$ cat src/rtl/head_table_wr_arb_if.sv
// Head-table write-side bus: requester handshakes in, single RAM write port out.
// master drives requests and observes the write port; slave is the arbiter.
interface head_table_wr_arb_if #(
  parameter int BUCKET_WIDTH   = 8,
  parameter int HEAD_PTR_WIDTH = 10,
  parameter int REQ_CNT        = 2
);
  logic [REQ_CNT-1:0]                req_val_i;
  logic [REQ_CNT*BUCKET_WIDTH-1:0]   req_addr_i;
  logic [REQ_CNT*HEAD_PTR_WIDTH-1:0] req_ptr_i;
  logic [REQ_CNT-1:0]                req_ptr_val_i;
  logic [REQ_CNT-1:0]                req_ready_o;

  logic [BUCKET_WIDTH-1:0]           ht_wr_addr_o;
  logic [HEAD_PTR_WIDTH-1:0]         ht_wr_data_ptr_o;
  logic                              ht_wr_data_ptr_val_o;
  logic                              ht_wr_en_o;

  modport master (
    output req_val_i, req_addr_i, req_ptr_i, req_ptr_val_i,
    input  req_ready_o,
    input  ht_wr_addr_o, ht_wr_data_ptr_o, ht_wr_data_ptr_val_o, ht_wr_en_o
  );

  modport slave (
    input  req_val_i, req_addr_i, req_ptr_i, req_ptr_val_i,
    output req_ready_o,
    output ht_wr_addr_o, ht_wr_data_ptr_o, ht_wr_data_ptr_val_o, ht_wr_en_o
  );
endinterface

$ cat src/rtl/head_table_wr_arb.sv
// Head-table write port owner: round-robin arbitration between requesters
// plus a clear sequencer that zeroes every bucket after reset or on command.
//
// state | meaning
// CLEAR | sweeping buckets 0..2**BUCKET_WIDTH-1, writing ptr_val=0; requesters blocked
// RUN   | arbitrating requester writes round-robin onto the write port
module head_table_wr_arb #(
  parameter int BUCKET_WIDTH   = 8,
  parameter int HEAD_PTR_WIDTH = 10,
  parameter int REQ_CNT        = 2
) (
  input  logic                 clk_i,
  input  logic                 rst_n_i,
  input  logic                 clear_start_i,
  output logic                 clear_busy_o,
  output logic                 clear_done_o,
  head_table_wr_arb_if.slave   bus
);

  localparam int RR_W = (REQ_CNT > 1) ? $clog2(REQ_CNT) : 1;
  localparam logic [BUCKET_WIDTH-1:0] CLR_LAST = '1;

  typedef enum logic {
    CLEAR = 1'b0,
    RUN   = 1'b1
  } state_t;

  state_t                    state_q, state_d;
  logic [BUCKET_WIDTH-1:0]   clr_cnt_q;
  logic [RR_W-1:0]           rr_ptr_q;
  logic [RR_W-1:0]           rr_nxt;

  logic [REQ_CNT-1:0]        val_rot;
  logic [REQ_CNT-1:0]        req_ready;
  logic                      grant_vld;
  logic [RR_W-1:0]           grant_idx;
  logic [BUCKET_WIDTH-1:0]   sel_addr;
  logic [HEAD_PTR_WIDTH-1:0] sel_ptr;
  logic                      sel_ptr_val;

  logic [BUCKET_WIDTH-1:0]   wr_addr_q;
  logic [HEAD_PTR_WIDTH-1:0] wr_ptr_q;
  logic                      wr_ptr_val_q;
  logic                      wr_en_q;
  logic                      clear_done_q;

  always_comb begin
    int cand;
    cand        = 0;
    state_d     = state_q;
    req_ready   = '0;
    grant_vld   = 1'b0;
    grant_idx   = '0;
    sel_addr    = '0;
    sel_ptr     = '0;
    sel_ptr_val = 1'b0;
    // Rotate valids so bit k is requester (rr_ptr + k) mod REQ_CNT.
    val_rot     = REQ_CNT'({bus.req_val_i, bus.req_val_i} >> rr_ptr_q);

    case (state_q)
      CLEAR: begin
        if (clr_cnt_q == CLR_LAST) state_d = RUN;
      end
      RUN: begin
        if (clear_start_i) begin
          state_d = CLEAR;
        end else begin
          for (int k = 0; k < REQ_CNT; k++) begin
            if (!grant_vld && val_rot[k]) begin
              grant_vld = 1'b1;
              cand      = int'(rr_ptr_q) + k;
              if (cand >= REQ_CNT) cand = cand - REQ_CNT;
              grant_idx = RR_W'(cand);
            end
          end
          for (int i = 0; i < REQ_CNT; i++) begin
            if (grant_vld && (grant_idx == RR_W'(i))) begin
              req_ready[i] = 1'b1;
              sel_addr     = bus.req_addr_i[i*BUCKET_WIDTH +: BUCKET_WIDTH];
              sel_ptr      = bus.req_ptr_i[i*HEAD_PTR_WIDTH +: HEAD_PTR_WIDTH];
              sel_ptr_val  = bus.req_ptr_val_i[i];
            end
          end
        end
      end
    endcase
  end

  assign rr_nxt = (grant_idx == RR_W'(REQ_CNT - 1)) ? '0 : grant_idx + 1'b1;

  always_ff @(posedge clk_i) begin
    if (!rst_n_i) begin
      state_q      <= CLEAR;
      clr_cnt_q    <= '0;
      rr_ptr_q     <= '0;
      clear_done_q <= 1'b0;
      wr_en_q      <= 1'b0;
      wr_addr_q    <= '0;
      wr_ptr_q     <= '0;
      wr_ptr_val_q <= 1'b0;
    end else begin
      state_q      <= state_d;
      clear_done_q <= 1'b0;
      wr_en_q      <= 1'b0;
      case (state_q)
        CLEAR: begin
          wr_en_q      <= 1'b1;
          wr_addr_q    <= clr_cnt_q;
          wr_ptr_q     <= '0;
          wr_ptr_val_q <= 1'b0;
          if (clr_cnt_q == CLR_LAST) begin
            clr_cnt_q    <= '0;
            clear_done_q <= 1'b1;
          end else begin
            clr_cnt_q <= clr_cnt_q + 1'b1;
          end
        end
        RUN: begin
          if (clear_start_i) begin
            clr_cnt_q <= '0;
          end else if (grant_vld) begin
            // Payload regs hold their last value when idle; only wr_en drops.
            wr_en_q      <= 1'b1;
            wr_addr_q    <= sel_addr;
            wr_ptr_q     <= sel_ptr;
            wr_ptr_val_q <= sel_ptr_val;
            rr_ptr_q     <= rr_nxt;
          end
        end
      endcase
    end
  end

  assign clear_busy_o             = (state_q == CLEAR);
  assign clear_done_o             = clear_done_q;
  assign bus.req_ready_o          = req_ready;
  assign bus.ht_wr_en_o           = wr_en_q;
  assign bus.ht_wr_addr_o         = wr_addr_q;
  assign bus.ht_wr_data_ptr_o     = wr_ptr_q;
  assign bus.ht_wr_data_ptr_val_o = wr_ptr_val_q;

endmodule

$ cat src/flat_wrapper.sv
// flat-port wrapper written by rule: the top's interface ports become plain ports
module head_table_wr_arb_flat 
#(
  parameter int BUCKET_WIDTH   = 8,
  parameter int HEAD_PTR_WIDTH = 10,
  parameter int REQ_CNT        = 2
)
  (clk_i, rst_n_i, clear_start_i, clear_busy_o, clear_done_o, bus_req_val_i, bus_req_addr_i, bus_req_ptr_i, bus_req_ptr_val_i, bus_req_ready_o, bus_ht_wr_addr_o, bus_ht_wr_data_ptr_o, bus_ht_wr_data_ptr_val_o, bus_ht_wr_en_o);
  head_table_wr_arb_if #(.BUCKET_WIDTH(BUCKET_WIDTH), .HEAD_PTR_WIDTH(HEAD_PTR_WIDTH), .REQ_CNT(REQ_CNT)) bus_i ();
  input  logic clk_i;
  input  logic rst_n_i;
  input  logic clear_start_i;
  output logic clear_busy_o;
  output logic clear_done_o;
  input wire logic [$bits(bus_i.req_val_i)-1:0] bus_req_val_i;
  input wire logic [$bits(bus_i.req_addr_i)-1:0] bus_req_addr_i;
  input wire logic [$bits(bus_i.req_ptr_i)-1:0] bus_req_ptr_i;
  input wire logic [$bits(bus_i.req_ptr_val_i)-1:0] bus_req_ptr_val_i;
  output wire logic [$bits(bus_i.req_ready_o)-1:0] bus_req_ready_o;
  output wire logic [$bits(bus_i.ht_wr_addr_o)-1:0] bus_ht_wr_addr_o;
  output wire logic [$bits(bus_i.ht_wr_data_ptr_o)-1:0] bus_ht_wr_data_ptr_o;
  output wire logic [$bits(bus_i.ht_wr_data_ptr_val_o)-1:0] bus_ht_wr_data_ptr_val_o;
  output wire logic [$bits(bus_i.ht_wr_en_o)-1:0] bus_ht_wr_en_o;
  assign bus_i.req_val_i = bus_req_val_i;
  assign bus_i.req_addr_i = bus_req_addr_i;
  assign bus_i.req_ptr_i = bus_req_ptr_i;
  assign bus_i.req_ptr_val_i = bus_req_ptr_val_i;
  assign bus_req_ready_o = bus_i.req_ready_o;
  assign bus_ht_wr_addr_o = bus_i.ht_wr_addr_o;
  assign bus_ht_wr_data_ptr_o = bus_i.ht_wr_data_ptr_o;
  assign bus_ht_wr_data_ptr_val_o = bus_i.ht_wr_data_ptr_val_o;
  assign bus_ht_wr_en_o = bus_i.ht_wr_en_o;
  head_table_wr_arb #(.BUCKET_WIDTH(BUCKET_WIDTH), .HEAD_PTR_WIDTH(HEAD_PTR_WIDTH), .REQ_CNT(REQ_CNT)) u_core (.clk_i(clk_i), .rst_n_i(rst_n_i), .clear_start_i(clear_start_i), .clear_busy_o(clear_busy_o), .clear_done_o(clear_done_o), .bus(bus_i));
endmodule
$ cat config.mk
export PLATFORM = sky130hd
export DESIGN_NAME = head_table_wr_arb_flat
export DESIGN_NICKNAME = d
export VERILOG_FILES = /design/src/rtl/head_table_wr_arb_if.sv /design/src/rtl/head_table_wr_arb.sv /design/src/flat_wrapper.sv
export SDC_FILE = /design/constraint.sdc
export NUM_CORES = 1
export LEC_CHECK = 0
export ABC_CLOCK_PERIOD_IN_PS = 2750
export BUFFER_PORTS_ARGS = -buffer_cell sky130_fd_sc_hd__buf_2
export CAP_MARGIN = 25
export CORE_ASPECT_RATIO = 0.75
export CORE_MARGIN = 5
export CORE_UTILIZATION = 49
export DETAILED_ROUTE_END_ITERATION = 6
export PLACE_DENSITY = 0.9
export SLEW_MARGIN = 10
export SYNTH_ARGS = -nofsm -noshare
export SYNTH_HDL_FRONTEND = slang
export SYNTH_SLANG_ARGS = --single-unit
$ cat constraint.sdc
create_clock -name clk_i -period 2.75 [get_ports clk_i]
set_input_delay 0.1375 -clock clk_i [delete_from_list [all_inputs] [get_ports clk_i]]
set_output_delay 0.1375 -clock clk_i [all_outputs]
set_load 0.01 [all_outputs]
# Yosys cells after proc, flatten, opt, wreduce, memory -nomap -nowiden

Index checks and enable logic that the tools add are counted.

Bits in registers: 31
Bits in latches: 0
Bits in writable memories: 0
Bits in read-only memories: 0
Output and inout port bits: 24
Memories kept: 0

$add $sub $neg: 5
Multipliers: 0
Div/mod/pow operators: 0
$lt $le $gt $ge: 2
Equality and inequality tests: 4
Shift-type cells: 1
Muxes and demuxes: 45
Bitwise operators: 4
Reductions and logical operators: 7

Operator list:

| operator                                                              | count |
|---|---|
| 8-bit two-way mux                                                     | 6 |
| 10-bit two-way mux                                                    | 4 |
| 8-bit case mux with 2 select lines                                    | 2 |
| 1-bit two-way mux                                                     | 27 |
| 10-bit case mux with 2 select lines                                   | 1 |
| 8-bit by 1-bit adder with 8-bit output, second input constant         | 1 |
| 8-bit == test, second input constant                                  | 1 |
| 2-bit inequality test, second input constant                          | 3 |
| 1-bit case mux with 2 select lines                                    | 3 |
| 2-bit two-way mux                                                     | 2 |
| 1-bit NOT                                                             | 4 |
| 4-bit by 1-bit >> shifter with 2-bit output                           | 1 |
| 1-bit logical AND                                                     | 3 |
| 3-bit AND reduction                                                   | 1 |
| 1-bit by 1-bit adder with 2-bit output, second input constant         | 1 |
| 1-bit by 2-bit >= comparator with 1-bit output, second input constant | 1 |
| 2-bit >= comparator, second input constant                            | 1 |
| 2-bit AND reduction                                                   | 1 |
| 2-bit OR reduction                                                    | 1 |
| 1-bit subtractor, second input constant                               | 2 |
| 1-bit adder, second input constant                                    | 1 |
| 1-bit logical NOT                                                     | 1 |

# Logic depth before layout (Yosys ltp)

Depth in word-level cells: 16
Mapped depth: 6

# Worst setup path after synthesis

Ideal clock, no wire load.

Path kind: register to register
Start point: reg u_core.clr_cnt_q[0]
End point: reg u_core.clr_cnt_q[6]
Setup time: 71 ps
Arrival time: 1272 ps
Data required time: 2679 ps
Slack: 1408 ps
Cell stages (with the launch flop): 5
Path buffers: 0
Cell sequence: dfxtp_1 > ha_1 > nand2_1 > or4_1 > a21oi_1

Cells in the longest elaborated chain, start to end: 3
Elaborated cells between the ends (all ways): 4
Classes of those cells: add/sub (1); eq/ne (1); mux (2)

RTL lines:

| item                                                                           | RTL line                                           | text |
|---|---|---|
| from (decl)                                                                    | head_table_wr_arb.sv:29                            | `logic [BUCKET_WIDTH-1:0] clr_cnt_q;` |
| from (signal assigned)                                                         | head_table_wr_arb.sv:115                           | `clr_cnt_q <= clr_cnt_q + 1'b1;` |
| 8-bit by 1-bit adder with 8-bit output / 8-bit == test (equally long branches) | head_table_wr_arb.sv:115, head_table_wr_arb.sv:111 |  |
| 8-bit two-way mux (*)                                                          | head_table_wr_arb.sv:111                           | `if (clr_cnt_q == CLR_LAST) begin` |
| 8-bit case mux with 2 select lines (*)                                         | head_table_wr_arb.sv:105                           | `case (state_q)` |

Mark *: on every way between the ends. The rest lies on a longest branch, timed or not.
A chain may end at the register's enable or synchronous reset.

# Worst setup path in the final report

Start point: reg u_core.state_q
End point: out bus_req_ready_o[1]

Cells in the longest elaborated chain, start to end: 1

RTL lines:

| item                   | RTL line                 | text |
|---|---|---|
| from (decl)            | head_table_wr_arb.sv:28  | `state_t state_q, state_d;` |
| from (signal assigned) | head_table_wr_arb.sv:102 | `state_q <= state_d;` |
| 2-bit two-way mux      | head_table_wr_arb.sv:60  | `case (state_q)` |
| to (decl)              | flat_wrapper.sv:19       | `output wire logic [$bits(bus_i.req_ready_o)-1:0] bus_req_ready_o;` |

No other way between the ends.

==> out/qor.yml <==
status: "finished, final reports clean"
cts-hold-fix-buffers: 0
synth_edf_count: 0
cts.path.max_buffers: 2
syn_to_final_growth_pct: 31.63
synth-seq-cells: 31
worstSetupEndpoint: "bus_req_ready_o[1]"
dr.pass1.iters: 4
drive_above_1_share: 0.3568
ys_types: 35
gr-total-overflow: 0
grt_pass1_vias: 1459
fmax_mhz: 543.4
r2r_start: "u_core.state_q"
postRouteWirelength_um: 3991
io_pins: 67
rsz0062_at_grt: "no"
cts_setup_buffers: 0
die-width_um: 71.64
cts_tree: "yes"
crit_path_max_fanout: 19
async_flop_share: 0
nets: 270
coreArea_mm2: 0.002663
floorplan.initialDensity: 0.5244
clkTransAtPathRegs_ns: 0.06
crit_start: "u_core.state_q"
setup_viol: 0
crit_path_start_kind: "flip-flop"
cts_sinks: 31
ys_warn_count: 0
port_buffers: 66
drv_cap: 0
vias: 1512
drcViolationCount: 0
tns_ns: 0
dpl_cell_area_mm2: 0.001738
cts_resized: 0
path_cells: "inv_6 > nor2_4 > and2_1 > buf_2"
seq_area_frac_synth: 0.4444
grt_pass1_wl_um: 6624
grtUsageTotal: 0.2059
ys_top_cells_by_area: "dfxtp_1 (44%), a22oi_1 (11%), o21ai_1 (6.1%)"
slowest_stage: "dfxtp_1"
fillCellCount: 215
synth_cells: 161
finalInstanceArea_mm2: 0.001838
power_density_mw_per_mm2: 510.3
antennaDiodeCount: 0
dieArea_mm2: 0.004028
finalCritPeriodShare: 0.6692
min_path_cells: 3
die_h_um: 56.23
avgSynthCellArea_um2: 8.673
tightest_slew_ns: 0.6496
maxSlewHeadroom: 0.5664
finalCriticalPeriod_ns: 1.840
clock_latency_ns: 0.28
hold_violations: 0
leakagePower_nw: 0.7901
grt_max_degree: 20
r2r_cells: 4
ant_nets: 0
max_stage_delay_ns: 0.74
min_path_type: "in -> reg"
cp.arrival_ns: 1.70
htreeDepth: 2
antenna_found_initial: 0
vdd_drop_max_mv: 0.3043
wl_per_cell_um: 15.17
reg2reg_to: "u_core.bus.ht_wr_addr_o[4]"
critPathRequiredTime_ns: 2.61
total_power_mw: 0.9379
rows: 16
yosysTopAreaCell: "dfxtp_1"
cts_inserted_buffers: 5
cts_root_buf: "clkbuf_8"
crit_type: "reg -> out"
syn-cell-area_mm2: 0.001396
r2r_slack_ns: 1.10
end_kind: "output port"
synth_top_area_frac: 0.4444
synth_ff_type: "dfxtp_1"
skew_ns: 0.004595
hpwl_um: 2975
avgViaCountPerCell: 5.749
maxSlewViolCount: 0
syn-num-nets: 205
holdWs_ns: 0.1219
place_congestion: 0.8587
drt_iter0_drc: 141
==> logic make-up (layout without fill, tap and decap cells) <==
| logic type | count (synthesis) | count (layout) | synth area share |
|---|---|---|---|
| buf+inv | 14 | 80 | 0.05197 |
| mux | 1 | 1 | 0.007169 |
| simple gates | 43 | 43 | 0.1577 |
| compound gates | 71 | 71 | 0.3298 |
| fa+ha+maj | 1 | 1 | 0.008959 |
| flops | 31 | 31 | 0.4444 |
==> synth_stat cells, drive strengths merged, types with 4 or more instances <==
library cell,instances
a21oi,13
a22oi,21
buf,8
dfxtp,31
nand2,21
nand3,4
nor2,5
o21ai,21
o22ai,5
==> cell type report <==
| type | count | area (um^2) | area share |
|---|---|---|---|
| inverters | 3 | 16.27 | 0.008850 |
| repair buffers | 69 | 352.8 | 0.1920 |
| well taps | 36 | 45.04 | 0.02451 |
| multi-input cells | 116 | 703.2 | 0.3826 |
| flip-flops and latches | 31 | 620.6 | 0.3376 |
| clock buffers | 8 | 100.1 | 0.05446 |
==> where the power goes <==
group	internal [mW]	switching (mW)
combinational	0.0426	0.0430
clock	0.228	0.162
sequential	0.456	0.00634
total	0.727	0.211
==> worst max-delay path: cells and delay by family, from the launching register on <==
kind	cells	cell delay [ns]
buffers and inverters	2	0.27
DFF	1	0.74
and+or+nand+nor	2	0.41
==> flip-flops by register name, summed over array words and instances (netlist names) <==
register / flops
u_core.clr_cnt_q: 8
u_core.bus.ht_wr_addr_o: 8
u_core.state_q: 1
u_core.bus.ht_wr_data_ptr_val_o: 1
u_core.rr_ptr_q: 1
u_core.bus.ht_wr_data_ptr_o: 10
u_core.bus.ht_wr_en_o: 1
u_core.clear_done_o: 1
==> layer usage <==
layer / share of wire / track usage / up-vias / routed length, um
met3: 0.092 / 0.05235 / 7 / 367
met4: 0.021 / 0.1153 / 0 / 83
li1: - / - / 736 / -
met1: 0.42 / 0.2505 / 703 / 1672
met2: 0.47 / 0.3272 / 66 / 1867
met5: 0 / 0 / - / 0
==> worst min path at each step <==
| stage | endpoint | start | slack [ns] |
|---|---|---|---|
| 2_1_floorplan | u_core.rr_ptr_q | bus_req_val_i[1] | 0.25 |
| 5_1_grt | u_core.bus.ht_wr_data_ptr_o[3] | bus_req_ptr_i[13] | 0.14 |
| 3_3_place_gp | u_core.bus.ht_wr_data_ptr_o[5] | bus_req_ptr_i[15] | 0.41 |
| 6_report | u_core.bus.ht_wr_data_ptr_o[3] | bus_req_ptr_i[13] | 0.12 |
| 4_1_cts | u_core.bus.ht_wr_data_ptr_o[4] | bus_req_ptr_i[14] | 0.11 |
| 3_5_place_dp | u_core.bus.ht_wr_data_ptr_o[4] | bus_req_ptr_i[14] | 0.41 |
==> through the flow <==
step	util	instances	setup slack, ns
2_1_floorplan	-	161	1.408
3_3_place_gp	0.6527	255	1.234
3_5_place_dp	0.6527	255	1.124
4_1_cts	0.6903	263	0.9193
5_1_grt	0.6903	263	0.8063
6_report	0.6903	263	0.9098
==> cells in the final DEF, fill, tap and decap left out, drive strengths merged, types with 2 or more instances in the layout <==
master and count:
a21boi 2, a21oi 13, nand2 21, inv 3, nor2 5, dfxtp 31, a221oi 3, o22ai 5
or4 2, a22oi 21, o211ai 2, clkbuf 8, o21ai 21, and2 3, and3 2, nand3 4
buf 69
Note: power is estimated with default switching activity, not from simulation.
